## config.mk

```make
export PLATFORM = sky130hd
export DESIGN_NAME = if_id_stage
export DESIGN_NICKNAME = d
export VERILOG_FILES = /design/src/rtl/cpu_types_pkg.sv /design/src/rtl/if_id_if.sv /design/src/rtl/if_id_stage.sv
export SDC_FILE = /design/constraint.sdc
export NUM_CORES = 1
export LEC_CHECK = 0
export CAP_MARGIN = 0
export CORE_ASPECT_RATIO = 0.75
export CORE_UTILIZATION = 28
export CTS_CLUSTER_SIZE = 16
export DETAILED_ROUTE_END_ITERATION = 10
export SYNTH_ARGS = -nofsm -noshare
export SYNTH_HDL_FRONTEND = slang
export SYNTH_SLANG_ARGS = --single-unit
```

## constraint.sdc

```tcl
create_clock -name CLK -period 2.2 [get_ports CLK]
set_input_delay 0.44 -clock CLK [delete_from_list [all_inputs] [get_ports CLK]]
set_output_delay 0.44 -clock CLK [all_outputs]
set_load 0.03 [all_outputs]
```

## src/rtl/cpu_types_pkg.sv

```systemverilog
// cpu_types_pkg: shared datapath types, fetch FSM states and the IF/ID record.
package cpu_types_pkg;
  typedef logic [31:0] word_t;
  typedef enum logic [1:0] {FETCH, HOLD, HALTED} fetch_state_t;
  localparam word_t PC_STEP = 32'd4;
  typedef struct packed {
    logic  valid;
    word_t instr;
    word_t pc;
    word_t npc;
  } ifid_t;
  localparam ifid_t IFID_BUBBLE = '0;
endpackage

```

## src/rtl/if_id_if.sv

```systemverilog
// if_id_if: IF/ID pipeline register bundle; fetch drives it, decode reads it.
interface if_id_if;
  import cpu_types_pkg::*;
  logic  valid;
  word_t instr;
  word_t pc;
  word_t npc;
  modport ifid (output valid, instr, pc, npc);
  modport id (input valid, instr, pc, npc);
endinterface

```

## src/rtl/if_id_stage.sv

```systemverilog
// if_id_stage: PC owner, I-cache request handshake and IF/ID register with a one-entry skid buffer.
module if_id_stage
  import cpu_types_pkg::*;
#(
  parameter word_t PC_INIT = 32'h00000000
) (
  input  logic  CLK,
  input  logic  nRST,
  output logic  iREN,
  output word_t iaddr,
  input  logic  ihit,
  input  word_t imemload,
  input  logic  idStall,
  input  logic  flush,
  input  word_t redirect_addr,
  input  logic  halt,
  output word_t pc,
  output logic  ifid_valid,
  output word_t ifid_instr,
  output word_t ifid_pc,
  output word_t ifid_npc
);
  fetch_state_t state, stateNext;
  word_t pcQ, pcNext, skidInstr, skidInstrNext, skidPc, skidPcNext;
  ifid_t ifidQ, ifidNext;
  if_id_if ifidBus ();

  always_comb begin
    stateNext     = state;
    pcNext        = pcQ;
    ifidNext      = ifidQ;
    skidInstrNext = skidInstr;
    skidPcNext    = skidPc;
    if (state != HALTED) begin
      if (halt) begin
        stateNext = HALTED;
        ifidNext  = IFID_BUBBLE;
      end else if (flush) begin
        stateNext = FETCH;
        pcNext    = redirect_addr;
        ifidNext  = IFID_BUBBLE;
      end else if (state == HOLD) begin
        if (!idStall) begin
          stateNext = FETCH;
          ifidNext  = '{1'b1, skidInstr, skidPc, skidPc + PC_STEP};
        end
      end else if (ihit) begin
        pcNext = pcQ + PC_STEP;
        if (idStall) begin
          stateNext     = HOLD;
          skidInstrNext = imemload;
          skidPcNext    = pcQ;
        end else begin
          ifidNext = '{1'b1, imemload, pcQ, pcQ + PC_STEP};
        end
      end else if (!idStall) begin
        ifidNext = IFID_BUBBLE;
      end
    end
  end

  always_ff @(posedge CLK or negedge nRST) begin
    if (!nRST) begin
      state     <= FETCH;
      pcQ       <= PC_INIT;
      ifidQ     <= IFID_BUBBLE;
      skidInstr <= '0;
      skidPc    <= '0;
    end else begin
      state     <= stateNext;
      pcQ       <= pcNext;
      ifidQ     <= ifidNext;
      skidInstr <= skidInstrNext;
      skidPc    <= skidPcNext;
    end
  end

  // request side never looks at ihit, so the cache sees a glitch-free iREN
  assign iREN  = state == FETCH;
  assign iaddr = pcQ;
  assign pc    = pcQ;

  assign ifidBus.valid = ifidQ.valid;
  assign ifidBus.instr = ifidQ.instr;
  assign ifidBus.pc    = ifidQ.pc;
  assign ifidBus.npc   = ifidQ.npc;
  assign ifid_valid    = ifidBus.valid;
  assign ifid_instr    = ifidBus.instr;
  assign ifid_pc       = ifidBus.pc;
  assign ifid_npc      = ifidBus.npc;
endmodule
```

---- After elaboration in Yosys (flattened, before gate mapping) ----
Cells that the tools add are included.
storage, ports and cells
  flip-flop bits (word level) ............. 195
  input bits .............................. 70
  output and inout port bits .............. 162
  logic and storage cells ................. 42
cells by class
  add/subtract/negate cells ............... 2
  equal/unequal tests ..................... 5
  multiplexer cells ....................... 16
  bitwise gates (word level) .............. 3
  reduce and logical (&&, ||, !) cells .... 8
operator list
  operator               count
  $mux 97                7
  $mux 32                3
  $add 32x3->32 const B  2
  $mux 2                 6
  $reduce_and 4->1       2
  $reduce_bool 4->1      2
  $reduce_and 6->1       1
  $ne 2x2->1 const B     2
  $ne 4x4->1 const B     1
  $ne 3x1->1 const B     1
  $not 1->1              3
  $eq 2x1->1 const B     1
  $logic_not 2->1        1
  $reduce_and 2->1       1
  $reduce_bool 2->1      1

---- Depth between registers and ports, before layout ----
  word-level depth ........................ 6
  gate-level depth with buffers ........... 10
  gate-level depth less buffers ........... 6

---- Worst setup path before layout ----
Ideal clock, no wire load.
  kind .................................... flip-flop to flip-flop
  from .................................... register pcQ[14], in the netlist iaddr[14]
  to ...................................... register ifidQ (netlist bit ifid_npc[28])
  library setup time ...................... 0.126 ns
  data arrival time ....................... 2.014 ns
  data required time ...................... 2.074 ns
  setup slack ............................. 0.060 ns
  cell stages (with the launch flop) ...... 7
  buffers on the path ..................... 1
  clock period less this slack ............ 2.140 ns
  cells stage by stage .................... dfrtp_1 buf_2 nand4_1 nor4_4 nand4_1 xnor2_1 a221o_1
on the way
  word-level cells in the longest chain between the ends .. 6
ends and longest elaborated chain
  what                    RTL line           text
  from (decl)             if_id_stage.sv:24  word_t pcQ, pcNext, skidInstr, skidInstrNext, skidPc, skidPcNext;
  from (signal assigned)  if_id_stage.sv:71  pcQ <= pcNext;
  $add 32x3->32           if_id_stage.sv:54  ifidNext = '{1'b1, imemload, pcQ, pcQ + PC_STEP};
  $mux 97                 if_id_stage.sv:49  if (idStall) begin
  $mux 97                 if_id_stage.sv:47  end else if (ihit) begin
  $mux 97                 if_id_stage.sv:42  end else if (state == HOLD) begin
  $mux 97                 if_id_stage.sv:38  end else if (flush) begin
  $mux 97                 if_id_stage.sv:35  if (halt) begin
  to (signal assigned)    if_id_stage.sv:72  ifidQ <= ifidNext;
  to (decl)               if_id_stage.sv:25  ifid_t ifidQ, ifidNext;
Every way passes these cells. The select of a mux whose other input is x is not followed.
A chain may end at the register's enable or synchronous reset.

---- Worst setup path after layout ----
  from .................................... register pcQ[8], in the netlist iaddr[8]
  to ...................................... output port iaddr[8]
RTL lines
  what       RTL line           text
  to (decl)  if_id_stage.sv:10  output word_t iaddr,
No word-level cell between the ends.

==> results.yml <==
sta:
  worst_hold_slack_ns: -0.0109
  clock-skew-final_ns: 0.0160
  hold_viol: 4
  max_freq_mhz: 465
  slew_headroom_pct: 60.5
  maxSlewViolCount: 0
  fin_crit_sh_pct: 97.8
  rsz0062_at_grt: "false"
  setup_ws_ns: 0.0476
  tightest_slew_ns: 0.593
  setup_viol: 0
  min_period_ns: 2.15
logic_synthesis:
  ys_seq_area_share_pct: 49.7
  async_flop_share_pct: 100
  ys_types: 58
  yosys_warnings: 0
  netlist_top_cells_area: "dfrtp_1 (50%), mux2_2 (7.8%), a222oi_1 (6.3%)"
  dominantRegCellSynth: "dfrtp_1"
  synth-edff-count: 0
  avgSynthCellArea_sq_um: 10.8
  ys_ff_latch: 193
  yosysTopAreaCellShare_pct: 49.7
  syn_inst: 902
  syn-num-nets: 974
  syn-cell-area_sq_um: 9720
  yosys.area.top_type: "dfrtp_1"
floorplan:
  ios: 232
  rows: 58
  core_area_sq_um: 33800
  die_w_um: 217
  initial_utilization_pct: 28.8
  die_h_um: 163
  die-area_sq_um: 35500
place:
  dp_slack_ns: -0.0831
  hpwl_mm: 23.2
  dp.cells: 1558
  gp_congestion: 0.863
  place_area_sq_um: 12900
  port_buffers: 231
setup_path:
  crit_buf_inv: 2
  cp_slowest_stage_delay_ns: 0.69
  cp_cell_sequence: "buf_4 -> clkdlybuf4s50_1"
  slowest_stage: "clkdlybuf4s50_1"
  crit_family: "buffers and inverters"
  required_ns: 1.76
  crit_fanout: 9
  start_kind: "flip-flop"
  path_class: "flip-flop to output pin"
  critPathArrivalTime_ns: 1.71
  cp-end-kind: "output pin"
pwr:
  p_clk_share_pct: 43.0
  power_leakage_nw: 6.57
  finalPower_w: 0.00760
  p_comb_share_pct: 8.7
  swShare_pct: 25.6
  ir_drop_uv: 410
  share_seq_of_total_power_pct: 48.3
  switchingPower_w: 0.00195
  internal_power_w: 0.00565
  power_density_nw_per_um2: 563
grt:
  gr-total-overflow: 0
  antenna_found_initial: 0
  grt_pass1_vias: 8068
  gr-usage-all-layers_pct: 18.3
  grt_max_degree: 62
  grt_pass1_wl_mm: 49.4
cts:
  cts_buffers: 17
  cts_hold_buf: 0
  clock-root-buffer: "clkbuf_16"
  clk_latency_ns: 0.45
  clock-sinks: 193
  clockBufferDepth: 2
  clkSlewWorstSetupHoldPaths_ns: 0.08
  cts_tree: "yes"
  cts_max_level: 4
  cts_setup_buffers: 0
finish:
  antenna_cells: 0
  fin_cells: 1590
  syn_to_final_growth_pct: 38.7
  layout.nets: 1199
  drive_above_1_share_pct: 18.4
  fillers: 3310
  fin_area_sq_um: 13500
drt:
  viasPerCell: 5.22
  ant_nets: 0
  wl_per_cell_um: 20.4
  wl_mm: 32.4
  drc: 0
  drt_pass1_iterations: 7
  first_iter_violations: 1026
  num_vias: 8303
status:
  status: "finished with violations"
  violations: "hold timing"
job:
  cap_violations: 0
min_path:
  hold_class: "primary input to async pin"
==> cell type report <==
class,count,area [sq um],share of cell area [%]
Sequential cell,193,4830,35.8
Multi-Input combinational cell,528,4010,29.7
Timing Repair Buffer,320,3230,24.0
Tap cell,450,563,4.17
Clock buffer,18,429,3.18
Inverter,67,251,1.86
Clock inverter,14,171,1.27
==> kinds of logic after synthesis <==
| kind of cell | Yosys count | share of synthesized area, % |
|---|---|---|
| buf+inv | 181 | 9.29 |
| mux | 93 | 10.4 |
| compound gates | 184 | 14.3 |
| simple gates | 204 | 12.0 |
| fa+ha+maj | 3 | 0.360 |
| flops | 193 | 49.7 |
| xor+xnor | 44 | 3.96 |
==> path summary, 6_finish.rpt <==
path / startpoint / endpoint / slack [ns] / depth (start not counted)
worst max-delay path: iaddr[8]$_DFFE_PN0P_ / iaddr[8] / 0.05 / 2
worst min-delay path: nRST / ifid_pc[17]$_DFFE_PN0P_ / -0.01 / 1
worst max register to register: iaddr[2]$_DFFE_PN0P_ / ifid_npc[28]$_DFFE_PN0P_ / 0.15 / 7
worst min register to register: ifid_npc[4]$_DFFE_PN0P_ / ifid_npc[4]$_DFFE_PN0P_ / 0.49 / 2
max in group asynchronous: nRST / iaddr[0]$_DFFE_PN0P_ / 1.52 / 2
min in group CLK: ifid_npc[4]$_DFFE_PN0P_ / ifid_npc[4]$_DFFE_PN0P_ / 0.49 / 2
==> cells in the mapped netlist (3+ instances only) <==
cell	count
nand2_1	56
a21oi_1	34
a22oi_1	4
and3_1	15
nand4_1	30
clkbuf_1	34
xnor2_1	20
o221ai_1	5
xor2_1	24
nor2b_1	3
and2_1	4
nand3_1	33
buf_4	41
nor4_4	3
and4_1	4
o21ai_0	29
buf_2	31
nor4_1	4
dfrtp_1	193
nor3_2	3
a221o_1	7
nand2b_1	9
a222oi_1	61
buf_6	4
inv_1	67
nor2_1	17
mux2i_1	25
buf_1	3
o22ai_1	28
mux2_2	67
nor3_1	9
==> power groups by stage <==
stage                     sequential (W)  clock, W  combinational, W
after floorplan                  0.00382         0          0.000161
after global placement           0.00374         0          0.000663
after detailed placement         0.00374         0          0.000671
after CTS                        0.00367   0.00336          0.000672
after global routing             0.00368   0.00349          0.000708
final                            0.00367   0.00326          0.000660
==> metal layers <==
metal / global-route usage, % / up-vias / routed length [um]
li1: - / 3738 / -
met1: 26.6 / 4173 / 15000
met2: 26.8 / 372 / 14100
met3: 5.03 / 20 / 3070
met4: 4.07 / 0 / 301
met5: 0 / - / 0
==> metrics by stage <==
step | utilization, % | TNS, ns
finish | 39.9 | 0
detailed placement | 38.0 | -2.07
global placement | 38.0 | -0.717
global route | 39.9 | 0
floorplan | - | 0
CTS | 39.8 | 0
==> placed cells by master, fill, tap and decap left out, drive strengths merged, types with 9 or more instances in the layout <==
cell type / n
a21oi: 34
a222oi: 61
and3: 16
buf: 89
clkbuf: 19
clkdlybuf4s50: 211
dfrtp: 193
dlymetal6s2s: 13
inv: 74
mux2: 68
mux2i: 25
nand2: 56
nand2b: 9
nand3: 35
nand4: 33
nor2: 18
nor3: 13
o21ai: 31
o22ai: 28
xnor2: 20
xor2: 24
==> timing repair <==
item,in CTS,in global routing
gates cloned,0,0
gates resized for setup,6,13
setup endpoints to repair,6,13
==> state kept, by name, indices dropped and copies added (netlist names) <==
name        cells
ifid_valid      1
state           2
ifid_instr     32
ifid_pc        32
ifid_npc       30
skidPc         32
iaddr          32
skidInstr      32
(Power assumes the default switching activity.)
